### config.mk
export PLATFORM = sky130hd
export DESIGN_NAME = hazard_scoreboard
export DESIGN_NICKNAME = d
export VERILOG_FILES = /design/src/rtl/hazard_scoreboard.sv
export SDC_FILE = /design/constraint.sdc
export NUM_CORES = 1
export LEC_CHECK = 0
export CAP_MARGIN = 25
export CORE_ASPECT_RATIO = 1.2
export CORE_MARGIN = 2
export CORE_UTILIZATION = 55
export CTS_BUF_LIST = sky130_fd_sc_hd__clkbuf_4 sky130_fd_sc_hd__clkbuf_8
export DETAILED_ROUTE_END_ITERATION = 16
export MAX_ROUTING_LAYER = met4
export PLACE_DENSITY = 0.88
export SLEW_MARGIN = 30
export SYNTH_ARGS = -nofsm -noshare
export SYNTH_HDL_FRONTEND = slang
export SYNTH_SLANG_ARGS = --single-unit
### constraint.sdc
create_clock -name clk -period 5.4 [get_ports clk]
set_clock_uncertainty 0.1 [all_clocks]
set_input_delay 1.08 -clock clk [delete_from_list [all_inputs] [get_ports clk]]
set_output_delay 1.08 -clock clk [all_outputs]
set_load 0.02 [all_outputs]
### src/rtl/hazard_scoreboard.sv
// Hazard scoreboard: shadow EX/MEM/WB destination pipeline that
// drives load-use stalls, branch flushes, forward selects and counters.
module hazard_scoreboard #(
  parameter int REG_W      = 5,
  parameter int LOAD_DELAY = 1,
  parameter int RF_BYPASS  = 1,
  parameter int ZERO_REG   = 1,
  parameter int CNT_W      = 16
) (
  input  logic             clk,
  input  logic             rst,
  input  logic             id_valid,
  input  logic [REG_W-1:0] id_rs,
  input  logic [REG_W-1:0] id_rt,
  input  logic             id_use_rs,
  input  logic             id_use_rt,
  input  logic [REG_W-1:0] id_rd,
  input  logic             id_regwrite,
  input  logic             id_memread,
  input  logic             br_taken,
  input  logic             mem_busy,
  output logic             stall,
  output logic             pcwrite,
  output logic             ifidwrite,
  output logic             flush,
  output logic [1:0]       fw_a,
  output logic [1:0]       fw_b,
  output logic             ex_valid,
  output logic [CNT_W-1:0] stall_cnt,
  output logic [CNT_W-1:0] flush_cnt
);

  typedef struct packed {
    logic             v;
    logic             rw;
    logic             mr;
    logic [REG_W-1:0] rd;
  } ent_t;

  localparam logic [CNT_W-1:0] CNT_ONE = {{(CNT_W-1){1'b0}}, 1'b1};

  ent_t e1_q, e1_d;
  ent_t e2_q, e2_d;
  ent_t e3_q, e3_d;
  logic [1:0] fwa_q, fwa_d;
  logic [1:0] fwb_q, fwb_d;
  logic [CNT_W-1:0] sc_q, sc_d;
  logic [CNT_W-1:0] fc_q, fc_d;

  logic hz_rs;
  logic hz_rt;
  logic stall_raw;
  logic flush_raw;

  function automatic logic writes(ent_t e, logic [REG_W-1:0] r);
    logic is_zero;
    is_zero = (ZERO_REG != 0) && (r == '0);
    return e.v && e.rw && (e.rd == r) && !is_zero;
  endfunction

  function automatic logic load_hz(ent_t a, ent_t b,
                                   logic [REG_W-1:0] r);
    logic h;
    h = writes(a, r) && a.mr;
    if (LOAD_DELAY == 2)
      h = h || (writes(b, r) && b.mr);
    return h;
  endfunction

  function automatic logic [1:0] fw_sel(ent_t a, ent_t b, ent_t c,
                                        logic [REG_W-1:0] r);
    if (writes(a, r))
      return 2'b01;
    else if (writes(b, r))
      return 2'b10;
    else if ((RF_BYPASS == 0) && writes(c, r))
      return 2'b11;
    else
      return 2'b00;
  endfunction

  // Load-use detection and raw stall/flush decisions from the shadow pipe
  always_comb begin
    hz_rs = 1'b0;
    hz_rt = 1'b0;
    if (id_use_rs)
      hz_rs = load_hz(e1_q, e2_q, id_rs);
    if (id_use_rt)
      hz_rt = load_hz(e1_q, e2_q, id_rt);
    stall_raw = id_valid && (hz_rs || hz_rt);
    flush_raw = br_taken && id_valid && !stall_raw;
  end

  // Next shadow entries, forward selects and saturating counters
  always_comb begin
    e1_d  = e1_q;
    e2_d  = e2_q;
    e3_d  = e3_q;
    fwa_d = fwa_q;
    fwb_d = fwb_q;
    sc_d  = sc_q;
    fc_d  = fc_q;
    if (!mem_busy) begin
      e3_d = e2_q;
      e2_d = e1_q;
      if (stall_raw) begin
        e1_d = '0;
      end else begin
        e1_d.v  = id_valid;
        e1_d.rw = id_regwrite;
        e1_d.mr = id_memread;
        e1_d.rd = id_rd;
      end
      fwa_d = 2'b00;
      fwb_d = 2'b00;
      if (id_valid && !stall_raw && id_use_rs)
        fwa_d = fw_sel(e1_q, e2_q, e3_q, id_rs);
      if (id_valid && !stall_raw && id_use_rt)
        fwb_d = fw_sel(e1_q, e2_q, e3_q, id_rt);
      if (stall_raw && (sc_q != '1))
        sc_d = sc_q + CNT_ONE;
      if (flush_raw && (fc_q != '1))
        fc_d = fc_q + CNT_ONE;
    end
  end

  // State register with asynchronous clear
  always_ff @(posedge clk or posedge rst) begin
    if (rst) begin
      e1_q  <= '0;
      e2_q  <= '0;
      e3_q  <= '0;
      fwa_q <= 2'b00;
      fwb_q <= 2'b00;
      sc_q  <= '0;
      fc_q  <= '0;
    end else begin
      e1_q  <= e1_d;
      e2_q  <= e2_d;
      e3_q  <= e3_d;
      fwa_q <= fwa_d;
      fwb_q <= fwb_d;
      sc_q  <= sc_d;
      fc_q  <= fc_d;
    end
  end

  assign stall     = stall_raw && !mem_busy;
  assign flush     = flush_raw && !mem_busy;
  assign pcwrite   = !stall && !mem_busy;
  assign ifidwrite = !stall && !mem_busy;
  assign fw_a      = fwa_q;
  assign fw_b      = fwb_q;
  assign ex_valid  = e1_q.v;
  assign stall_cnt = sc_q;
  assign flush_cnt = fc_q;

  // A load sitting in MEM is never the source of an EX/MEM forward
  a_no_load_fwd: assert property (@(posedge clk) disable iff (rst)
    ((fwa_q == 2'b01) || (fwb_q == 2'b01)) |-> !e2_q.mr);

endmodule
== Yosys cells after proc, flatten, opt, wreduce, memory -nomap -nowiden ==
Cells that the tools add are included.
W data, S select, Z words.

* Logic and storage cells: 62
* Bits in registers: 51
* Input port bits: 24
* Output and inout port bits: 41

* Add/subtract/negate cells: 2
* Bitwise operators: 1
* Eq/ne operators: 6
* Reductions and logical operators: 33
* Multiplexer cells: 9

{| class="wikitable"
|+ Operators by type and width
! operator !! count
|-
| $add A16 B1 Y16 const B || 2
|-
| $ne A16 B16 Y1 const B || 2
|-
| $logic_and A1 B1 Y1 || 23
|-
| $eq A5 B5 Y1 || 4
|-
| $mux W2 || 6
|-
| $logic_not A5 Y1 || 2
|-
| $mux W8 || 1
|-
| $logic_not A1 Y1 || 5
|-
| $reduce_and A2 Y1 || 2
|-
| $mux W1 || 2
|-
| $logic_or A1 B1 Y1 || 1
|-
| $not A1 Y1 || 1
|}

== Longest topological paths before layout ==
* Depth in word-level cells: 11
* Depth in mapped cells: 8
* Depth with buffers taken out: 7

== Worst setup path before layout ==
No wires, ideal clock.

* Path kind: in2out
* Start point: input port id_rs[1]
* End point: output port pcwrite
* Slack: 1494 ps
* Arrival: 2726 ps
* Stages on the path: 7
* Path buffers: 2
* Data required time: 4220 ps
* Cells stage by stage: or4_4 > o21ai_2 > nand4bb_2 > a21boi_2 > buf_6 > a21oi_2 > buf_4

* Longest elaborated chain between the ends: 10
* Elaborated cells on any way between the ends: 12
* Those cells by class: eq/ne: 1; mux: 1; reduce/logical: 10

{| class="wikitable"
|+ RTL lines
! item !! line !! RTL
|-
| from (decl) || 13 || <nowiki>input logic [REG_W-1:0] id_rs,</nowiki>
|-
| $eq A5 B5 Y1 or $logic_not A5 Y1 (tied branches) || 58, 57 ||
|-
| $logic_and A1 B1 Y1 or $logic_not A1 Y1 (tied branches) || 58 || <nowiki>return e.v && e.rw && (e.rd == r) && !is_zero;</nowiki>
|-
| $logic_and A1 B1 Y1 * || 58 ||
|-
| $logic_and A1 B1 Y1 * || 64 || <nowiki>h = writes(a, r) && a.mr;</nowiki>
|-
| $mux W1 * || 86 || <nowiki>if (id_use_rs)</nowiki>
|-
| $logic_or A1 B1 Y1 * || 90 || <nowiki>stall_raw = id_valid && (hz_rs || hz_rt);</nowiki>
|-
| $logic_and A1 B1 Y1 * || 90 ||
|-
| $logic_and A1 B1 Y1 * || 148 || <nowiki>assign stall = stall_raw && !mem_busy;</nowiki>
|-
| $logic_not A1 Y1 * || n/a ||
|-
| $logic_and A1 B1 Y1 * || n/a ||
|-
| to (decl) || 23 || <nowiki>output logic pcwrite,</nowiki>
|}

Every way passes the cells marked *; elsewhere a longest branch is shown, timed or not.

== Worst setup path in the final report ==
* Start point: input port id_rt[2]
* End point: output port stall

* Longest elaborated chain between the ends: 8
* Elaborated cells on any way between the ends: 10
* Those cells by class: eq/ne: 1; mux: 1; reduce/logical: 8

{| class="wikitable"
|+ RTL lines
! item !! line !! RTL
|-
| from (decl) || 14 || <nowiki>input logic [REG_W-1:0] id_rt,</nowiki>
|-
| $eq A5 B5 Y1 or $logic_not A5 Y1 (tied branches) || 58, 57 ||
|-
| $logic_and A1 B1 Y1 or $logic_not A1 Y1 (tied branches) || 58 ||
|-
| $logic_and A1 B1 Y1 * || 58 ||
|-
| $logic_and A1 B1 Y1 * || 64 ||
|-
| $mux W1 * || 88 || <nowiki>if (id_use_rt)</nowiki>
|-
| $logic_or A1 B1 Y1 * || 90 ||
|-
| $logic_and A1 B1 Y1 * || 90 ||
|-
| $logic_and A1 B1 Y1 * || 148 ||
|-
| to (decl) || 22 || <nowiki>output logic stall,</nowiki>
|}

Marks and branches as above.

==> key figures <==
Route
  – Vias: 2,056
  – Drt wl/cell: about 15 um
  – 1st-iter DRT viols: 85
  – # DRC: 0
  – Post-route ant nets: 0
  – Initial DRT Pass Iterations: 6
  – WL final: 5.65 mm
  – Vias per cell: 5.62

Worst setup path
  – R2R Path End: flush_cnt[1]
  – Worst EP arrival: between 3 and 4 ns
  – CP Capture Type: output pin
  – Crit path kind: in2out
  – Crit Path Max Fanout: 9
  – CP Launch Point: id_rt[2]
  – Worst Path Required: 4.22 ns
  – R2R Setup Slk: 2.74 ns
  – Reg-to-Reg Start: e1_q[4]
  – Worst Reg-to-Reg Cells: 7
  – Worst Setup EP: stall
  – Crit path launch type: primary input

Timing
  – Final period util: 0.893
  – Tightest Pin Transition: 0.611 ns
  – Final setup vio count: 0
  – Slew margin rel.: 0.590
  – Max Slew Vio Count: 0
  – Final min period: 4.82 ns
  – Final hold viol count: 0
  – Highest clock rate: 0.207 GHz
  – RSZ-0062 raised after global routing: false
  – Setup tns final: 0 ns

Run
  – Max cap viols: 0

GRT
  – Initial antenna violation count: 0
  – All-layer global routing usage: 0.234
  – Largest net degree at the start of global routing: 52
  – GR Overflow Total: 0
  – First-pass GRT wire length: 9.27 mm
  – Vias in the first global route: between 1,500 and 2,000

Clock network
  – Setup bufs post-CTS: 0
  – Clock Tree Buf Depth: 2
  – TritonCTS clock tree: done
  – Clock-pin slew on the worst setup and hold paths: 0.09 ns
  – Num CTS Buffers: 5
  – Root Driver: clkbuf_8
  – Resize count post-CTS: 0
  – Hold_buf cts: 0
  – Worst-Skew Late Latency: 0.30 ns
  – Clock Sinks: 51
  – H-tree depth: 2

Logic synthesis
  – Avg Inst Size Synth: 10.8 um2
  – Post-Synthesis Cell Area: about 2600 um2
  – Synthesis Warnings: 0
  – Yosys reg bits: 51
  – Syn nets: 266
  – Main area contributors after synthesis: dfrtp_1 (49%), xor2_1 (9.8%), xnor2_1 (6.7%)
  – Synth top area share: 0.491
  – Largest area contributor in the synthesized netlist: dfrtp_1
  – Synth unique cells: 37
  – Post-Syn Instances: 240
  – Post-synthesis sequential area ratio: 0.491

Power
  – Reg power frac: 0.529
  – Pwr dens: 255 nW/um2
  – P_sw: 0.000247 W
  – Leak: between 1 and 1.5 nW
  – Switching share of power: 0.285
  – Maximum vdd drop: 0.000231 V
  – Comb power frac: 0.218
  – Internal power: 0.000618 W
  – Clk pwr share: 0.253

Placed design
  – GPL Wtd Cong: 0.897
  – Port Buf Inserts: 64
  – DP HPWL: 4.10 mm

Outcome
  – Status: completed

Layout
  – Final #Nets: about 330
  – Finished Core Util: 0.743
  – Layout cells sized above 1: 0.0974
  – Area Growth Syn to Fin: 30.4%
  – Antenna fix cells: 0

Floorplan
  – Placeable Area: 4560 um2
  – Num rows: 27
  – Total die area: 5300 um2
  – I/O pins: 65
  – Die Ht: 79.3 um
  – Die Wd: 66.8 um
  – Initial Util: 0.570

Worst hold path
  – Hold crit path type: reg2reg
## synthesized netlist by cell type (all sizes together)
cell	instances
o21ai	4
a21oi	1
xor2	29
or4	6
nand4b	3
a22o	7
dfrtp	51
a21boi	1
nand3	14
a41oi	1
and2	1
nand3b	1
inv	7
nand2b	3
o31ai	3
nand4	8
a21bo	1
nand4bb	1
nor4	16
mux2	9
buf	4
nor3	9
or2	1
nor2	9
xnor2	21
ha	2
nand2	19
clkbuf	4
nor2b	2
and3	2
## critical path, cell delays in order
cell,delay (ns)
clkdlybuf4s50_1,0.55
or4_1,0.14
o21ai_1,0.07
or4_1,0.61
a21boi_2,0.41
and2_1,0.19
clkdlybuf4s50_1,0.60
## metrics by stage
| step | total power, W | hold WS, ns | cells | worst slack (ns) | area, um2 |
|---|---|---|---|---|---|
| 6_report | 0.000865 | 0.396 | 366 | 0.578 | 3390 |
| 5_1_grt | 0.000905 | 0.404 | 366 | 0.417 | 3390 |
| 4_1_cts | 0.000872 | 0.393 | 366 | 0.600 | 3390 |
| 3_5_place_dp | 0.000653 | 0.371 | 358 | 0.603 | 3300 |
| 3_3_place_gp | 0.000650 | 0.366 | 358 | 0.645 | 3300 |
| 2_1_floorplan | 0.000564 | 0.380 | 240 | 1.49 | 2600 |
## cells by family (layout without fill, tap and decap cells)
group,Yosys count,after routing,synth area share
buffers and inverters,15,83,0.0270
adder cells (fa/ha/maj),2,2,0.00962
flip-flops,51,51,0.491
AND/OR/NAND/NOR,95,95,0.206
XOR/XNOR,50,50,0.171
multiplexers,9,9,0.0390
AO/OA/AOI/OAI,18,18,0.0563
## sequential cells by signal, indices dropped and copies added, names as in the netlist
signal,cells
flush_cnt,16
fw_a,2
stall_cnt,16
e2_q,7
ex_valid,1
e1_q,7
fw_b,2
## worst min-delay path by stage
stage / from / endpoint / cells after the start
after floorplan: e2_q[6] / e2_q[6] / 1
after global placement: fw_a[1] / fw_a[1] / 2
after detailed placement: fw_b[0] / fw_b[0] / 2
after CTS: fw_b[0] / fw_b[0] / 2
after global routing: fw_b[0] / fw_b[0] / 2
final: fw_b[0] / fw_b[0] / 2
## layout by cell type, fill, tap and decap left out, types with 2 or more instances in the layout
cell type and count:
nor2b_1 2, inv_1 6, clkdlybuf4s50_1 64, xor2_1 29, dfrtp_1 51, buf_4 4
o31ai_1 3, nor4_1 15, clkbuf_8 5, clkbuf_4 2, and3_1 2, mux2_2 9
nand2_1 19, or4_1 4, o21ai_0 2, nor2_1 9, xnor2_1 20, nand3_1 14
nand4_1 8, nand4b_1 3, ha_1 2, or4_4 2, nor3_1 9, nand2b_1 3
a22o_1 7
## area by class of cell
type / instances / area, um2
flip-flops and latches: 51 / 1280
clock buffers: 7 / 83.8
fillers: 350 / 1170
well taps: 58 / 72.6
multi-input cells: 174 / 1250
clock inverters: 1 / 5.00
inverters: 7 / 28.8
repair buffers: 68 / 671
## per-layer routing
metal  global-route usage  vias up  part of all wire
met3               0.0283        8             0.042
met5                    -        -                 0
met1                0.304     1006              0.44
met4               0.0796        0             0.016
li1                     -      985                 -
met2                0.379       57              0.50
## power by group through the flow
stage	combinational, W	clock, W	sequential (W)
after detailed placement	0.000189	0	0.000464
after global placement	0.000186	0	0.000464
final	0.000189	0.000219	0.000457
after CTS	0.000191	0.000224	0.000456
after floorplan	0.0000809	0	0.000483
after global routing	0.000203	0.000239	0.000463
Power figures use the tool's default switching activity.
==> RTL edit 1 (same settings) <==
Set the parameter `REG_W` to 4 (it was 5).
--- a/src/rtl/hazard_scoreboard.sv
+++ b/src/rtl/hazard_scoreboard.sv
@@ -2,5 +2,5 @@
 // drives load-use stalls, branch flushes, forward selects and counters.
 module hazard_scoreboard #(
-  parameter int REG_W      = 5,
+  parameter int REG_W      = 4,
   parameter int LOAD_DELAY = 1,
   parameter int RF_BYPASS  = 1,
Ports: changed (resized id_rd, id_rs and id_rt); port bits go from 65 to 62. The function was not compared with the original's and may differ.
==> RTL edit 1 against the original RTL <==
  * Sequential share of layout area down 0.74 points
  * Highest routed layer unchanged
  * Sequential cell count down 2
  * Total power down 3.9%
  * Wire length down 4.2%
  * Worst setup slack worse by 0.25 ns
  * Largest power group unchanged
  * Largest cell class is now multi-input combinational cells
  * Cell area down 2.0%
  * First-iteration DRC count up 64%
  * Sequential power down 4.4%
  * Die area down 1.3%
  * Synthesized area down 1.4%
  * Global-route usage about the same
  * Non-clock buffer count down 6
==> RTL edit 1: results <==
{
  "synth_fp_nets": 263,
  "worstPathArrival_ns": 3.89,
  "grt_start_max_net_pins": 50,
  "path_max_fanout": 7,
  "min-delay-start": "stall_cnt[11]",
  "yosysSeqAreaShare_pct": 47.8,
  "wl_mm": 5.42,
  "grt_use_total_pct": 23.4,
  "drt-initial-drc-count": 139,
  "route.met2.wl_mm": 2.85,
  "place_congestion": 0.803,
  "worstRegToRegCells": 5,
  "port_buffers": 61,
  "r2r_slack_ns": 2.94,
  "hold_end": "stall_cnt[11]",
  "r2r-start": "e1_q[0]",
  "dpl_worst_slack_ns": 0.391,
  "cp_top_family": "simple AND/OR/NAND/NOR gates",
  "min_period_over_period_pct": 93.9,
  "r2r_end": "stall_cnt[1]",
  "fillers": 361,
  "htreeDepth": 2,
  "max_stage_delay_ns": 0.69,
  "leakage_uw": 0.00140,
  "clockRootBuffer": "clkbuf_8",
  "first_global_vias": 2047,
  "worstHoldPathCells": 1,
  "grt_first_pass_wirelength_mm": 9.24,
  "highest_layer": "met4",
  "dpl_cell_area_um2": 3240,
  "nets": 328,
  "first_pass_iters": 4,
  "ys_types": 42,
  "avgSynthCellArea_um2": 10.7,
  "synth_ff_type": "dfrtp_1",
  "async_flop_share_pct": 100,
  "slowest_stage": "clkdlybuf4s50_1",
  "dp_hpwl_mm": 4.16,
  "status": "complete, no violations",
  "dr_wl_met3_um": 199,
  "cts_resized": 0,
  "worstMarginPinSlew_ns": 0.668,
  "synth_common_cells": "dfrtp_1, xnor2_1, nor2_1",
  "synthTopCellsByArea": "dfrtp_1, xnor2_1, xor2_1, mux2_2, mux2i_1",
  "peakVddDrop_mv": 0.224,
  "stdcell_count": 364,
  "drive_gt1_share_pct": 9.48,
  "m1WireLength_mm": 2.30,
  "vias_per_cell": 5.54
}
RTL edit 1: cells by family after synthesis:
group | count (synthesis) | synth area share [%]
XOR/XNOR | 40 | 13.7
AND/OR/NAND/NOR | 108 | 24.3
multiplexers | 19 | 8.05
AO/OA/AOI/OAI | 11 | 3.42
adder cells (fa/ha/maj) | 2 | 0.976
flip-flops | 49 | 47.8
buffers and inverters | 11 | 1.81
RTL edit 1: worst max path at each step:
stage,depth (start not counted),endpoint
2_1_floorplan,7,pcwrite
3_3_place_gp,7,stall
3_5_place_dp,7,stall
4_1_cts,7,stall
5_1_grt,7,stall
6_report,7,stall
RTL edit 1: layout make-up:
class                   count  share of cell area, %
repair buffers             62                   18.6
inverters                   7                  0.866
multi-input cells         180                   38.9
clock buffers               6                   2.30
flip-flops and latches     49                   36.9
clock inverters             2                  0.301
well taps                  58                   2.18
RTL edit 1: per-stage QoR:
stage | power, uW | util [%] | hold slack (ns)
after CTS | 837 | 73.4 | 0.399
final | 831 | 73.4 | 0.395
after detailed placement | 628 | 71.5 | 0.388
after floorplan | 546 | - | 0.371
after global routing | 871 | 73.4 | 0.413
after global placement | 621 | 71.4 | 0.380
RTL edit 1: power breakdown:
| part | internal (uW) | switching [uW] |
|---|---|---|
| logic | 95.0 | 88.0 |
| clock network | 94.9 | 117 |
| registers | 397 | 39.8 |
| total | 587 | 244 |
RTL edit 1: routing by layer:
metal,GRT usage [%],vias to the layer above
li1,-,981
met1,28.5,981
met2,39.6,51
met3,4.39,5
met4,6.53,0
met5,-,-
RTL edit 1: worst register-to-register path, delay by kind of cell (launching register included):
| kind | cells | cell delay, ns |
|---|---|---|
| AND/OR/NAND/NOR | 2 | 0.70 |
| flip-flops | 1 | 0.47 |
| multiplexers | 1 | 0.37 |
| AO/OA/AOI/OAI | 1 | 0.43 |
| XOR/XNOR | 1 | 0.28 |
==> RTL edit 2 (same flow settings) <==
Made on the original files. Take the reset off `sc_q` and `fc_q` and load them in a clocked block of their own.
--- a/src/rtl/hazard_scoreboard.sv
+++ b/src/rtl/hazard_scoreboard.sv
@@ -133,6 +133,4 @@
       fwa_q <= 2'b00;
       fwb_q <= 2'b00;
-      sc_q  <= '0;
-      fc_q  <= '0;
     end else begin
       e1_q  <= e1_d;
@@ -141,7 +139,10 @@
       fwa_q <= fwa_d;
       fwb_q <= fwb_d;
-      sc_q  <= sc_d;
-      fc_q  <= fc_d;
     end
+  end
+
+  always_ff @(posedge clk) begin
+    sc_q <= sc_d;
+    fc_q <= fc_d;
   end
 
Formal check against the unedited RTL: not equivalent (a bounded check fails within 4 cycles, from zero or initial values and one cycle with rst high).
==> RTL edit 2 against the original RTL <==
  * Core utilization grew 0.14 points
  * Worst hold slack worse by 0.00056 ns
  * Synthesized area is 0.43% lower
  * Cell area is 0.18% higher
  * Total power fell by 11%
  * Wire length is 11% lower
  * Sequential cell count unchanged
  * Worst setup slack improved by 0.17 ns
  * Largest power group unchanged
==> RTL edit 2: results <==
{
  "first_global_vias": 1800,
  "path_max_fanout": 5,
  "ys_types": 35,
  "peakVddDrop_mv": 0.154,
  "synth_ff_type": "edfxtp_1",
  "yosysSeqAreaShare_pct": 55.5,
  "synth_fp_nets": 236,
  "min_period_over_period_pct": 86.2,
  "place_congestion": 0.811,
  "first_pass_iters": 4,
  "dp_hpwl_mm": 3.85,
  "synth_edf_count": 32,
  "worstMarginPinSlew_ns": 0.741,
  "wire_per_inst_um": 14.8,
  "r2r-start": "e1_q[0]",
  "drive_gt1_share_pct": 11.0,
  "async_flop_share_pct": 37.3,
  "drt-initial-drc-count": 61,
  "nets": 306,
  "synth_common_cells": "xnor2_1, edfxtp_1, dfrtp_1",
  "dpl_worst_slack_ns": 0.762,
  "leakage_uw": 0.00123,
  "p_int_uw": 595,
  "status": "complete, no violations",
  "grt_use_total_pct": 21.3,
  "grt_first_pass_wirelength_mm": 8.31,
  "synthTopCellsByArea": "edfxtp_1, dfrtp_1, xnor2_1, nand3_1, mux2_2"
}
## RTL edit 2: routing by layer
layer	wire, um	vias up	GRT usage, %
li1	-	898	-
met1	2080	866	26.3
met2	2640	57	36.0
met3	240	7	3.54
met4	78	0	5.92
met5	0	-	-
## RTL edit 2: how the worst min path moves through the flow
| stage | from | to | slack [ns] | depth (start not counted) |
|---|---|---|---|---|
| 3_3_place_gp | fw_a[1] | fw_a[1] | 0.37 | 2 |
| 3_5_place_dp | fw_a[1] | fw_a[1] | 0.38 | 2 |
| 4_1_cts | fw_a[1] | fw_a[1] | 0.40 | 2 |
| 2_1_floorplan | e2_q[6] | e2_q[6] | 0.38 | 1 |
| 6_report | fw_a[1] | fw_a[1] | 0.40 | 2 |
| 5_1_grt | fw_a[1] | fw_a[1] | 0.44 | 2 |
## RTL edit 2: cells by family after synthesis
| kind of cell | synth area share [%] |
|---|---|
| simple gates | 15.2 |
| flops | 55.5 |
| xor+xnor | 16.2 |
| mux | 5.75 |
| compound gates | 4.30 |
| buf+inv | 2.03 |
| fa+ha+maj | 0.966 |
## RTL edit 2: cell type report
type,instances,area [um^2]
clock buffer,7,90.1
clock inverter,1,3.75
fill,360,1160
inverter,7,26.3
multi-input combinational,148,1100
sequential,51,1440
tap,58,72.6
timing repair buffer,67,663
## RTL edit 2: stage by stage
step / power (uW) / utilization [%] / instances
finish: 769 / 74.5 / 339
global route: 806 / 74.5 / 339
CTS: 778 / 74.5 / 339
detailed placement: 558 / 72.4 / 331
global placement: 556 / 72.4 / 331
floorplan: 515 / - / 210
## RTL edit 2: critical path: stages
cell and delay (ns):
clkdlybuf4s50_1 0.47, or4_1 0.55, o21ai_1 0.16, nor3_1 0.12, o21a_4 0.24, a21oi_1 0.20
clkdlybuf4s50_1 0.64
